File: src/rtl/alu_pkg.sv
// Shared opcode/state definitions for the sequential ALU and its iterative
// multiply/divide datapath.
package alu_pkg;

    typedef enum logic [3:0] {
        OP_ADD  = 4'h0,
        OP_SUB  = 4'h1,
        OP_AND  = 4'h2,
        OP_OR   = 4'h3,
        OP_XOR  = 4'h4,
        OP_NOR  = 4'h5,
        OP_SLL  = 4'h6,
        OP_SRL  = 4'h7,
        OP_SRA  = 4'h8,
        OP_SLT  = 4'h9,
        OP_SLTU = 4'hA,
        OP_LUI  = 4'hB,
        OP_MUL  = 4'hC,
        OP_MULU = 4'hD,
        OP_DIV  = 4'hE,
        OP_DIVU = 4'hF
    } alu_op_e;

    typedef enum logic [1:0] {
        ST_IDLE,
        ST_MUL,
        ST_DIV,
        ST_DONE
    } alu_state_e;

    // One bit per opcode; a cleared bit makes that code report err.
    // All sixteen codes of the 4-bit space are currently assigned.
    localparam logic [15:0] OP_LEGAL_MASK = 16'hFFFF;

    function automatic logic op_is_legal(input logic [3:0] code);
        return OP_LEGAL_MASK[code];
    endfunction

endpackage

File: src/rtl/muldiv_iter.sv
// Iterative W-cycle shift-add multiplier / restoring divider shared by
// MUL, MULU, DIV and DIVU; works on magnitudes and sign-corrects the result.
module muldiv_iter #(
    parameter int unsigned W = 32
) (
    input  logic         clk,
    input  logic         rst_n,
    input  logic         start,
    input  logic         is_div,
    input  logic         is_signed,
    input  logic [W-1:0] a,
    input  logic [W-1:0] b,
    output logic         last,
    output logic [W-1:0] res_lo,
    output logic [W-1:0] res_hi
);
    import alu_pkg::*;

    localparam int unsigned CW = $clog2(W);
    localparam logic [CW-1:0] CNT_LAST = CW'(W - 1);

    logic [W-1:0]  acc_q, acc_d;
    logic [W-1:0]  sh_q, sh_d;
    logic [W-1:0]  opnd_q, opnd_d;
    logic [CW-1:0] cnt_q, cnt_d;
    logic          busy_q, busy_d;
    logic          div_q, div_d;
    logic          neg_lo_q, neg_lo_d;
    logic          neg_hi_q, neg_hi_d;
    logic          dz_q, dz_d;

    logic [W-1:0]   a_mag, b_mag;
    logic [W:0]     sum;
    logic [W:0]     trial;
    logic [2*W-1:0] prod, prod_s;
    logic [W-1:0]   quo_s, rem_s;

    always_comb begin
        a_mag = (is_signed && a[W-1]) ? -a : a;
        b_mag = (is_signed && b[W-1]) ? -b : b;
        sum   = {1'b0, acc_q} + (sh_q[0] ? {1'b0, opnd_q} : '0);
        trial = {acc_q, sh_q[W-1]} - {1'b0, opnd_q};

        acc_d    = acc_q;
        sh_d     = sh_q;
        opnd_d   = opnd_q;
        cnt_d    = cnt_q;
        busy_d   = busy_q;
        div_d    = div_q;
        neg_lo_d = neg_lo_q;
        neg_hi_d = neg_hi_q;
        dz_d     = dz_q;

        if (start) begin
            acc_d    = '0;
            sh_d     = a_mag;
            opnd_d   = b_mag;
            cnt_d    = '0;
            busy_d   = 1'b1;
            div_d    = is_div;
            neg_lo_d = is_signed && (a[W-1] ^ b[W-1]);
            neg_hi_d = is_signed && a[W-1];
            dz_d     = (b == '0);
        end else if (busy_q) begin
            if (div_q) begin
                // Restoring step: keep the trial remainder only if it did not go negative.
                if (!trial[W]) begin
                    acc_d = trial[W-1:0];
                    sh_d  = {sh_q[W-2:0], 1'b1};
                end else begin
                    acc_d = {acc_q[W-2:0], sh_q[W-1]};
                    sh_d  = {sh_q[W-2:0], 1'b0};
                end
            end else begin
                acc_d = sum[W:1];
                sh_d  = {sum[0], sh_q[W-1:1]};
            end
            cnt_d = cnt_q + 1'b1;
            if (cnt_q == CNT_LAST) begin
                busy_d = 1'b0;
                cnt_d  = '0;
            end
        end
    end

    // Results are formed from the post-step values so the caller can capture
    // them on the same edge as the final iteration.
    always_comb begin
        prod   = {acc_d, sh_d};
        prod_s = neg_lo_q ? -prod : prod;
        quo_s  = neg_lo_q ? -sh_d : sh_d;
        rem_s  = neg_hi_q ? -acc_d : acc_d;
        if (div_q) begin
            res_lo = dz_q ? '1 : quo_s;
            res_hi = rem_s;
        end else begin
            res_lo = prod_s[W-1:0];
            res_hi = prod_s[2*W-1:W];
        end
    end

    assign last = busy_q && (cnt_q == CNT_LAST);

    always_ff @(posedge clk or negedge rst_n) begin
        if (!rst_n) begin
            acc_q    <= '0;
            sh_q     <= '0;
            opnd_q   <= '0;
            cnt_q    <= '0;
            busy_q   <= 1'b0;
            div_q    <= 1'b0;
            neg_lo_q <= 1'b0;
            neg_hi_q <= 1'b0;
            dz_q     <= 1'b0;
        end else begin
            acc_q    <= acc_d;
            sh_q     <= sh_d;
            opnd_q   <= opnd_d;
            cnt_q    <= cnt_d;
            busy_q   <= busy_d;
            div_q    <= div_d;
            neg_lo_q <= neg_lo_d;
            neg_hi_q <= neg_hi_d;
            dz_q     <= dz_d;
        end
    end

endmodule

File: src/rtl/seq_alu.sv
// Sequential ALU with valid/ready handshake: single-cycle logic/arith ops
// computed here, multi-cycle MUL/DIV delegated to muldiv_iter.
module seq_alu #(
    parameter int unsigned W  = 32,
    parameter int unsigned SW = $clog2(W)
) (
    input  logic         clk,
    input  logic         rst_n,
    input  logic         in_valid,
    output logic         in_ready,
    input  logic [3:0]   op,
    input  logic [W-1:0] a,
    input  logic [W-1:0] b,
    output logic         out_valid,
    input  logic         out_ready,
    output logic [W-1:0] result,
    output logic [W-1:0] result_hi,
    output logic         zero,
    output logic         ovf,
    output logic         err
);
    import alu_pkg::*;

    alu_state_e   state_q, state_d;
    logic         in_ready_q, in_ready_d;
    logic         out_valid_q, out_valid_d;
    logic [W-1:0] result_q, result_d;
    logic [W-1:0] result_hi_q, result_hi_d;
    logic         zero_q, zero_d;
    logic         ovf_q, ovf_d;
    logic         err_q, err_d;

    alu_op_e      op_e;
    logic [W-1:0] alu_res;
    logic         alu_ovf;
    logic [W-1:0] sum, diff;
    logic [SW-1:0] shamt;

    logic         md_start, md_is_div, md_is_signed, md_last;
    logic [W-1:0] md_lo, md_hi;

    assign op_e         = alu_op_e'(op);
    assign shamt        = b[SW-1:0];
    assign md_is_div    = (op_e == OP_DIV) || (op_e == OP_DIVU);
    assign md_is_signed = (op_e == OP_MUL) || (op_e == OP_DIV);

    always_comb begin
        sum     = a + b;
        diff    = a - b;
        alu_res = '0;
        alu_ovf = 1'b0;
        case (op_e)
            OP_ADD: begin
                alu_res = sum;
                alu_ovf = (a[W-1] == b[W-1]) && (sum[W-1] != a[W-1]);
            end
            OP_SUB: begin
                alu_res = diff;
                alu_ovf = (a[W-1] != b[W-1]) && (diff[W-1] != a[W-1]);
            end
            OP_AND:  alu_res = a & b;
            OP_OR:   alu_res = a | b;
            OP_XOR:  alu_res = a ^ b;
            OP_NOR:  alu_res = ~(a | b);
            OP_SLL:  alu_res = a << shamt;
            OP_SRL:  alu_res = a >> shamt;
            OP_SRA:  alu_res = W'($signed(a) >>> shamt);
            OP_SLT:  alu_res = {{(W-1){1'b0}}, ($signed(a) < $signed(b))};
            OP_SLTU: alu_res = {{(W-1){1'b0}}, (a < b)};
            OP_LUI:  alu_res = {b[W/2-1:0], {(W/2){1'b0}}};
            default: alu_res = '0;
        endcase
    end

    always_comb begin
        state_d     = state_q;
        out_valid_d = out_valid_q;
        result_d    = result_q;
        result_hi_d = result_hi_q;
        zero_d      = zero_q;
        ovf_d       = ovf_q;
        err_d       = err_q;
        md_start    = 1'b0;

        case (state_q)
            ST_IDLE: begin
                if (in_valid && in_ready_q) begin
                    if (!op_is_legal(op)) begin
                        result_d    = '0;
                        result_hi_d = '0;
                        zero_d      = 1'b1;
                        ovf_d       = 1'b0;
                        err_d       = 1'b1;
                        out_valid_d = 1'b1;
                        state_d     = ST_DONE;
                    end else begin
                        case (op_e)
                            OP_MUL, OP_MULU: begin
                                md_start = 1'b1;
                                state_d  = ST_MUL;
                            end
                            OP_DIV, OP_DIVU: begin
                                md_start = 1'b1;
                                state_d  = ST_DIV;
                            end
                            default: begin
                                result_d    = alu_res;
                                result_hi_d = '0;
                                zero_d      = (alu_res == '0);
                                ovf_d       = alu_ovf;
                                err_d       = 1'b0;
                                out_valid_d = 1'b1;
                                state_d     = ST_DONE;
                            end
                        endcase
                    end
                end
            end
            ST_MUL, ST_DIV: begin
                if (md_last) begin
                    result_d    = md_lo;
                    result_hi_d = md_hi;
                    zero_d      = (md_lo == '0);
                    ovf_d       = 1'b0;
                    err_d       = 1'b0;
                    out_valid_d = 1'b1;
                    state_d     = ST_DONE;
                end
            end
            ST_DONE: begin
                if (out_ready) begin
                    out_valid_d = 1'b0;
                    state_d     = ST_IDLE;
                end
            end
            default: state_d = ST_IDLE;
        endcase

        in_ready_d = (state_d == ST_IDLE);
    end

    always_ff @(posedge clk or negedge rst_n) begin
        if (!rst_n) begin
            state_q     <= ST_IDLE;
            in_ready_q  <= 1'b0;
            out_valid_q <= 1'b0;
            result_q    <= '0;
            result_hi_q <= '0;
            zero_q      <= 1'b0;
            ovf_q       <= 1'b0;
            err_q       <= 1'b0;
        end else begin
            state_q     <= state_d;
            in_ready_q  <= in_ready_d;
            out_valid_q <= out_valid_d;
            result_q    <= result_d;
            result_hi_q <= result_hi_d;
            zero_q      <= zero_d;
            ovf_q       <= ovf_d;
            err_q       <= err_d;
        end
    end

    muldiv_iter #(.W(W)) u_muldiv (
        .clk       (clk),
        .rst_n     (rst_n),
        .start     (md_start),
        .is_div    (md_is_div),
        .is_signed (md_is_signed),
        .a         (a),
        .b         (b),
        .last      (md_last),
        .res_lo    (md_lo),
        .res_hi    (md_hi)
    );

    assign in_ready  = in_ready_q;
    assign out_valid = out_valid_q;
    assign result    = result_q;
    assign result_hi = result_hi_q;
    assign zero      = zero_q;
    assign ovf       = ovf_q;
    assign err       = err_q;

endmodule

File: config.mk
export PLATFORM = sky130hd
export DESIGN_NAME = seq_alu
export DESIGN_NICKNAME = d
export VERILOG_FILES = /design/src/rtl/alu_pkg.sv /design/src/rtl/muldiv_iter.sv /design/src/rtl/seq_alu.sv
export SDC_FILE = /design/constraint.sdc
export NUM_CORES = 1
export LEC_CHECK = 0
export ABC_CLOCK_PERIOD_IN_PS = 13200
export CAP_MARGIN = 20
export CORE_ASPECT_RATIO = 1.25
export CORE_MARGIN = 4
export CORE_UTILIZATION = 30
export DETAILED_ROUTE_END_ITERATION = 10
export PLACE_DENSITY = 0.52
export SLEW_MARGIN = 20
export SYNTH_ARGS = -nofsm -noshare
export SYNTH_HDL_FRONTEND = slang
export SYNTH_HIERARCHICAL = 1
export SYNTH_SLANG_ARGS = --single-unit
File: constraint.sdc
create_clock -name clk -period 13.2 [get_ports clk]
set_input_delay 2.64 -clock clk [delete_from_list [all_inputs] [get_ports clk]]
set_output_delay 2.64 -clock clk [all_outputs]
set_load 0.02 [all_outputs]
After elaboration in Yosys (flattened, before gate mapping)
Memories as Yosys holds them, arrays and structs flattened.
Index checks and enable logic that the tools add are counted.

word-level totals
  register bits = 177
  ROM bits = 16
  input port bits = 72
  output and inout bits = 69
  word-level logic and storage cells = 155
  memories kept = 1

cells by class
  add/sub/neg operators = 10
  $lt $le $gt $ge = 3
  equality and inequality tests = 27
  shifts and indexed selects = 3
  multiplexer cells = 66
  bitwise gates (word level) = 5
  reductions and logical operators = 23

memory list
  memory            words  bits a word  read ports  clocked after memory_dff  write ports  RTL line       source
  (name not given)  16     1            1           0                         0            alu_pkg.sv:36  return OP_LEGAL_MASK[code];

operator list
  kind                                                 number
  2-to-1 mux 32 bit                                    23
  case mux 32 bit (12 select lines)                    1
  negator 32 bit                                       4
  case mux 32 bit (2 select lines)                     2
  zero test 32 bit                                     3
  < comparator 32 bit                                  2
  2-to-1 mux 64 bit                                    1
  negator 64 bit                                       1
  adder 32 x 33 -> 33 bit                              1
  subtractor 33 x 32 -> 33 bit                         1
  adder 32 bit                                         1
  bitwise AND 32 bit                                   1
  equality test 4 bit, second input constant           8
  inverter 32 bit                                      1
  OR 32 bit                                            1
  left shift 32 x 5 -> 32 bit                          1
  right shift 32 x 5 -> 32 bit                         1
  >>> shifter 32 x 5 -> 32 bit                         1
  subtractor 32 bit                                    1
  bitwise XOR 32 bit                                   1
  2-to-1 mux 1 bit                                     25
  equality test 4 x 3 -> 1 bit, second input constant  4
  2-to-1 mux 5 bit                                     3
  equality test 4 x 2 -> 1 bit, second input constant  2
  other kinds (24)                                     47

Logic depth before layout (Yosys ltp)
Gate-level depths: netlist of run 1.

  depth after elaboration = 14
  depth in mapped cells = 27
  depth with buffers taken out = 25

Cells and area by module
The synthesis of run 1 kept the hierarchy.

by module, submodules not included
  module       times used  cells each  area an instance (um^2)  seq. area each (um^2)
  seq_alu      1           1,860       14,054.7                 1,751.7
  muldiv_iter  1           1,675       12,431.9                 2,652.5

Least setup slack after synthesis of run 1
Ideal clock, no wire load.

  kind = input port to flip-flop
  start = input port op[2]
  end = register result_hi_q[26], in the netlist result_hi[26]
  library setup time = 0.121 ns
  arrival = 7.303 ns
  required time = 13.079 ns
  setup slack = 5.776 ns
  cell stages on the path = 23
  path buffers = 7
  cells stage by stage = buf_2 buf_2 buf_1 nand2_1 nor2_1 clkbuf_1 clkbuf_1 buf_1 clkbuf_1 a311o_1 nand2_1 inv_1 ha_1 inv_1 or2_2 nand2b_1 or2_2 nor2_1 a21boi_0 o41ai_1 a41oi_1 xnor2_1 a22o_1

between the ends
  longest elaborated chain between the ends = 12
  elaborated cells between the ends (all ways) = 27
  classes of those cells = add/sub: 2; eq/ne: 5; mux: 15; reduce/logical: 4; memory: 1

ends and longest elaborated chain
  element                                                        RTL line                              source
  start, declared                                                seq_alu.sv:11                         input logic [3:0] op,
  branches (longest 3 deep; another with memory (16 x 1 bit))    n/a
  2-to-1 mux 1 bit *                                             seq_alu.sv:88                         if (!op_is_legal(op)) begin
  2-to-1 mux 1 bit *                                             seq_alu.sv:87                         if (in_valid && in_ready_q) begin
  2-to-1 mux 1 bit *                                             seq_alu.sv:85                         case (state_q)
  via md_start                                                   seq_alu.sv:39                         logic md_start, md_is_div, md_is_signed, md_last;
  2-to-1 mux 32 bit                                              muldiv_iter.sv:54                     if (start) begin
  negator 64 bit / negator 32 bit (equally long branches)        muldiv_iter.sv:90, muldiv_iter.sv:92
  2-to-1 mux 64 bit / 2-to-1 mux 32 bit (equally long branches)  muldiv_iter.sv:90, muldiv_iter.sv:92
  2-to-1 mux 32 bit *                                            muldiv_iter.sv:93                     if (div_q) begin
  via md_hi[26]                                                  seq_alu.sv:40                         logic [W-1:0] md_lo, md_hi;
  2-to-1 mux 32 bit *                                            seq_alu.sv:120                        if (md_last) begin
  case mux 32 bit (2 select lines) *                             seq_alu.sv:85
  end signal, assigned                                           seq_alu.sv:157                        result_hi_q <= result_hi_d;
  end, declared                                                  seq_alu.sv:28                         logic [W-1:0] result_hi_q, result_hi_d;

Mark *: on every way through the listed nets, which the timed path passes. The select of a mux whose other input is x is not followed.
A chain may end at the register's enable or synchronous reset.

Worst setup path after layout of run 1
  start = input port op[3]
  end = register result_hi_q[26], in the netlist result_hi[26]

between the ends
  elaborated cells between the ends (all ways) = 27
  classes of those cells = add/sub: 2; eq/ne: 5; mux: 15; reduce/logical: 4; memory: 1

RTL lines
  element                             RTL line           source
  equality test 4 bit                 seq_alu.sv:45      assign md_is_signed = (op_e == OP_MUL) || (op_e == OP_DIV);
  logical OR 1 bit *                  seq_alu.sv:45
  via md_is_signed                    seq_alu.sv:39
  logical AND 1 bit *                 muldiv_iter.sv:39  a_mag = (is_signed && a[W-1]) ? -a : a;
  2-to-1 mux 32 bit *                 muldiv_iter.sv:39
  2-to-1 mux 32 bit *                 muldiv_iter.sv:54
  via u_muldiv.sh_d[12]               muldiv_iter.sv:23  logic [W-1:0] sh_q, sh_d;
  negator 64 bit *                    muldiv_iter.sv:90  prod_s = neg_lo_q ? -prod : prod;
  2-to-1 mux 64 bit *                 muldiv_iter.sv:90
  2-to-1 mux 32 bit *                 muldiv_iter.sv:93
  via md_hi[26]                       seq_alu.sv:40
  2-to-1 mux 32 bit *                 seq_alu.sv:120
  case mux 32 bit (2 select lines) *  seq_alu.sv:85

The timed path passes the listed nets; every way through them passes the cells marked *. The select of a mux whose other input is x is not followed.

==> metrics.txt, run 1 <==
Max-cap violations 0; largest net degree at the start of global routing 77; DR iter-0 viols 3,252; Placement Rows 121; HPWL after DPL 97,200 um; GRT Util Overall 0.260; maximum clock path buffer count 2; Worst EP required 13,580 ps; Synth Area per Inst 7.49 sq um; max-slew violations 0; hold_buf cts 0; Top Ports 141; Layout Skew 18.2 ps; Post-CTS Setup Inserts 0; Post-Syn Nets 3,787; Power per Cell Area 223 nW/um^2; top cell type's share of synthesized area 0.166; Post-synth EDFFs 0; post-synthesis cell count 3,535; Final nets 3,789; initial antenna violation count 4; Async SR Flop Fraction 1.00; post-route cell area 29,500 sq um; max_slew headroom 0.262; top area cells in the synthesized netlist dfrtp_1 17%, ha_1 8.3%, a21oi_1 6.2%; multiplexer share of the synthesized area 0.113; first drt pass iteration count 6; Setup TNS 0 ps; CP arrival 8580 ps; Routed Antenna Nets 0; die width 274 um; via-per-instance ratio 6.17; Post-synth top cells 369 x nand2_1, 328 x a21oi_1, 285 x nor2_1; register area share after synthesis 0.166; Synth Flop Type dfrtp_1; clock sink count 176; vias in the first global route 28,400; VDD IR max 0.000122 V; static leakage 12.0 nW; Die ar. 93,100 sq um; Worst-Margin Slew 1100 ps; Die Y 340 um; final wirelength 125,000 um; first-pass GRT wire length 185,000 um; cell accounting for the most synthesized area dfrtp_1; most common cell in the synthesized netlist nand2_1; Max Freq 122 MHz; RSZ-0062 raised after global routing no; Vias 29,100; Core ar. 87,400 sq um; CTS Buf Count 17; post-synthesis compound-gate area fraction 0.295; post-synth cell types 107; fin crit share 0.621; Tmin final 8200 ps; CTS tree yes; RePlAce Congestion 1.02; worst hold path type flop to flop; Area Growth Syn to Fin 11.6%; Residual DRC 0; Cell Area, Placed 29,000 sq um; cts repair resizes 0; CTS Root Cell clkbuf_16; layout cells sized above 1 0.0800; Clk Latency, worst-skew pair 490 ps; adder-cell share of the synthesized area 0.0862; run status finished, final reports clean; initial core utilization 0.303; Mapped Area 26,500 sq um; WS Path Type primary input to flop; largest family of logic cells by synthesized area compound AO/OA/AOI/OAI gates; crit end category flop; FF+latch count, synth 176; Synth Area in Simple Gates 0.216; Post-Synth XOR/XNOR Area 0.0546; GRT overflow 0; htree depth 4; Avg WL per Cell 26.5 um; critical-path maximum fanout 34; number of buffers inserted by port buffering 139; Synth warnings 6; Hold Vio Cnt, Final 0; crit path launch type primary input; final setup violation count 0; Reg clk slew, reported paths 80 ps
## final timing paths
kind	depth (start not counted)	start	slack [ps]	end
setup / recovery	19	op[3]	5000	result_hi[26]$_DFFE_PN0P_
hold / removal	2	result[20]$_DFFE_PN0P_	480	result[20]$_DFFE_PN0P_
setup reg to reg	23	u_muldiv/sh_q[31]$_DFF_PN0_	6310	result_hi[26]$_DFFE_PN0P_
hold reg to reg	2	result[20]$_DFFE_PN0P_	480	result[20]$_DFFE_PN0P_
max in group asynchronous	2	rst_n	9810	u_muldiv/acc_q[2]$_DFF_PN0_
min in group asynchronous	1	rst_n	2180	u_muldiv/opnd_q[21]$_DFFE_PN0P_
## report_power, final
part           internal [mW]  switching [mW]  total (mW)
logic                   1.82            3.22        5.04
clock network          0.254           0.262       0.516
registers              0.775           0.251        1.03
## stage by stage
step / cells / power [mW] / utilization / setup WS [ps] / hold WS (ps)
floorplan: 3535 / 4.39 / - / 5780 / 447
global placement: 4686 / 6.00 / 0.332 / 4700 / 468
detailed placement: 4686 / 6.00 / 0.332 / 4690 / 469
CTS: 4717 / 6.54 / 0.338 / 5200 / 488
global route: 4717 / 7.08 / 0.338 / 4610 / 500
finish: 4719 / 6.58 / 0.338 / 5000 / 480
## area by class of cell
| class | count | area, sq um |
|---|---|---|
| Antenna cell | 2 | 5.00 |
| Inverter | 194 | 728 |
| Multi-Input combinational cell | 2920 | 20300 |
| Tap cell | 1168 | 1460 |
| Clock inverter | 12 | 120 |
| Fill cell | 9381 | 57800 |
| Sequential cell | 176 | 4410 |
| Clock buffer | 19 | 443 |
| Timing Repair Buffer | 228 | 2040 |
## logic make-up after synthesis
kind of cell,Yosys count
buffers and inverters,439
and+or+nand+nor,1180
xor gates and xnor gates,165
muxes,224
adders and majority gates,180
other,1
DFF,176
AOI/OAI and AO/OA,1170
## metal layers
| metal | global-route usage | vias up | share of wire |
|---|---|---|---|
| met4 | 0.183 | 4 | 0.082 |
| met2 | 0.425 | 1519 | 0.46 |
| met1 | 0.312 | 14000 | 0.39 |
| li1 | - | 13200 | - |
| met3 | 0.0383 | 443 | 0.072 |
| met5 | 0 | - | 0.00020 |
## critical path, stage by stage
cell and delay (ps):
clkdlybuf4s50_1 450, buf_4 360, nand2_1 330, nor2_1 170, buf_4 220, nand2_1 550, a31oi_1 430, xnor2_1 150
o21ai_0 160, or4_1 610, nor3_1 210, nand2b_1 220, or2_2 380, nor2_1 380, a21boi_0 160, o41ai_1 510
a41oi_1 230, xnor2_1 170, a22o_1 210
## flip-flops by register name (all words and copies together), names as in the netlist, 2 cells and up
signal / count
u_muldiv/opnd_q: 32
u_muldiv/acc_q: 32
u_muldiv/sh_q: 32
u_muldiv/cnt_q: 5
result: 32
result_hi: 32
state_q: 2
## cells in the final DEF (no fill, tap or decap), types with 37 or more instances in the layout
cell type and n:
nand2_1 368, a21oi_1 327, nor2_1 283, o21ai_0 219, inv_1 187, ha_1 176, dfrtp_1 174, mux2i_1 138
clkdlybuf4s50_1 132, buf_4 92, nor3_1 90, xor2_1 83, xnor2_1 82, nand3_1 81, o211ai_1 69, mux4_2 58
a211oi_1 50, and2_1 47, a31oi_1 42, o31ai_1 37, nor4_1 37
(Power assumes the default switching activity.)
==> run 2, diff against run 1 <==
Settings changed: ABC_CLOCK_PERIOD_IN_PS 13200 to 8500.
Clock period 13.2 ns to 8.5 ns, I/O delays scaled along.
==> metrics.txt, run 2 (same netlist as run 1, synthesis figures left out) <==
run status finished, final reports clean; die width 274 um (unchanged); final wirelength 128,000 um (+2.7%); crit end category flop; commonest non-fill, non-tap cell in the layout nand2_1; initial core utilization 0.303 (unchanged); RSZ-0062 raised after global routing no; hold_buf cts 0 (unchanged); initial antenna violation count 6 (+2); clock sink count 176 (unchanged); Setup TNS 0 ps (unchanged); Routed met3 length 9340 um (+4.0%); final setup violation count 0 (unchanged); Routed Antenna Nets 0 (unchanged); DR iter-0 viols 3,026 (-6.9%); hold path startpoint result[18]$_DFFE_PN0P_; Hold Vio Cnt, Final 0 (unchanged); maximum clock path buffer count 2 (unchanged); Worst EP required 8880 ps (-4700 ps); Area Growth Syn to Fin 11.6% (about the same); Core ar. 87,400 sq um (unchanged); max-slew violations 0 (unchanged); fin crit share 0.825; Die ar. 93,100 sq um (unchanged); Reg clk slew, reported paths 80 ps (about the same); CTS Buf Count 17 (unchanged); htree depth 4 (unchanged); Bufs and invs on worst path 2 (-1); max_slew headroom 0.174 (-0.0873); cts repair resizes 0 (unchanged); first drt pass iteration count 9 (+3); number of buffers inserted by port buffering 139 (unchanged); CP arrival 7390 ps (-1190 ps); Die Y 340 um (unchanged); critical-path maximum fanout 12 (-65%); Worst-Margin Slew 1230 ps (+134 ps); Max-cap violations 0 (unchanged); Critical R2R Launch u_muldiv/sh_q[31]$_DFF_PN0_; VDD IR max 0.000185 V (+52%); cell-by-cell trace of the critical path clkdlybuf4s50_1, nor4_2, buf_4, and3_1, a211oi_1, a311oi_1, nand4bb_1, nor4_1, nand2_1, or2_2, nor2_1, a21boi_0, o41ai_1, a41oi_1, xnor2_1, a22o_1; CP delay by family, top simple AND/OR/NAND/NOR gates; Worst setup startpoint a[5]; GRT Util Overall 0.266 (+0.00595); pre-CTS WS 1090 ps (-3600 ps); metal1 wirelength 50,000 um (+3.8%); largest net degree at the start of global routing 99 (+29%); RePlAce Congestion 1.03 (+0.55%); CTS tree yes; static leakage 12.0 nW (+0.11%); Vias 29,300 (+0.53%); Post-CTS Setup Inserts 0 (unchanged); slowest CP cell nor4_2; Power per Cell Area 346 nW/um^2 (+55%); DR WL met2 58,500 um (+1.6%); Layout Skew 18.7 ps (+0.552 ps); first-pass GRT wire length 188,000 um (+1.4%); Avg WL per Cell 27.2 um (+2.7%); fin worst setup slack 1490 ps (-3510 ps); vias in the first global route 27,900 (-1.6%); Clk Latency, worst-skew pair 490 ps (about the same); Tmin final 7010 ps; worst hold path type flop to flop; Max Freq 143 MHz; CTS Root Cell clkbuf_16; Residual DRC 0 (unchanged); HPWL after DPL 100,000 um (+2.9%); WS Path Type primary input to flop; GRT overflow 0 (unchanged); commonest non-fill, non-tap cells in the layout 368 x nand2_1, 327 x a21oi_1, 282 x nor2_1, 219 x o21ai_0, 187 x inv_1; layout cells sized above 1 0.0801 (about the same); Final nets 3,786 (-0.079%); crit path launch type primary input; slowest stage delay, CP 800 ps (+190 ps); Placement Rows 121 (unchanged); via-per-instance ratio 6.21 (+0.53%); top layer in use met5; Top Ports 141 (unchanged)
run 2: cell count changes in the layout (fill, tap and decap cells not counted), sizes merged:
| cell | before | now |
|---|---|---|
| buf | 95 | 92 |
| clkinv | 5 | 4 |
| clkinvlp | 2 | 1 |
| inv | 199 | 202 |
| diode | 2 | 4 |
| clkbuf | 20 | 19 |
| bufinv | 0 | 1 |
run 2: final timing paths:
path                       depth (start not counted)                         endpoint  slack (ps)
max reg2reg                                       23        result_hi[26]$_DFFE_PN0P_        1700
min                                                2           result[18]$_DFFE_PN0P_         480
min reg2reg                                        2           result[18]$_DFFE_PN0P_         480
max in group asynchronous                          2           result[31]$_DFFE_PN0P_        5910
max                                               16        result_hi[26]$_DFFE_PN0P_        1490
min in group asynchronous                          1  u_muldiv/opnd_q[19]$_DFFE_PN0P_        1180
run 2: power by group:
| part | switching (mW) | internal [mW] | leakage, nW |
|---|---|---|---|
| Clock | 0.415 | 0.428 | 0.295 |
| Combinational | 4.98 | 2.79 | 9.54 |
| Sequential | 0.409 | 1.20 | 2.16 |
run 2: worst min-delay path, cell delays in order (launching register included):
cell     delay, ps
dfrtp_1        340
nand2_1         40
o21ai_0         60
run 2: area by class of cell:
class	instances	area, sq um
fill	9461	57800
multi-input combinational	2920	20300
sequential	176	4410
timing repair buffer	225	2020
tap	1168	1460
inverter	194	728
clock buffer	18	439
clock inverter	14	156
antenna	4	10.0
run 2: per-stage QoR:
stage	power, mW	utilization	area, sq um	cells	hold slack [ps]
floorplan	6.81	-	26500	3535	447
global route	11.0	0.338	29600	4715	509
global placement	9.27	0.331	29000	4683	466
finish	10.2	0.338	29600	4719	480
CTS	10.2	0.338	29500	4715	487
detailed placement	9.27	0.331	29000	4683	471
run 2: per-layer routing:
| layer | up-vias | GRT usage |
|---|---|---|
| met1 | 14100 | 0.326 |
| met5 | - | 0 |
| met3 | 439 | 0.0404 |
| met2 | 1577 | 0.430 |
| met4 | 4 | 0.180 |
| li1 | 13200 | - |
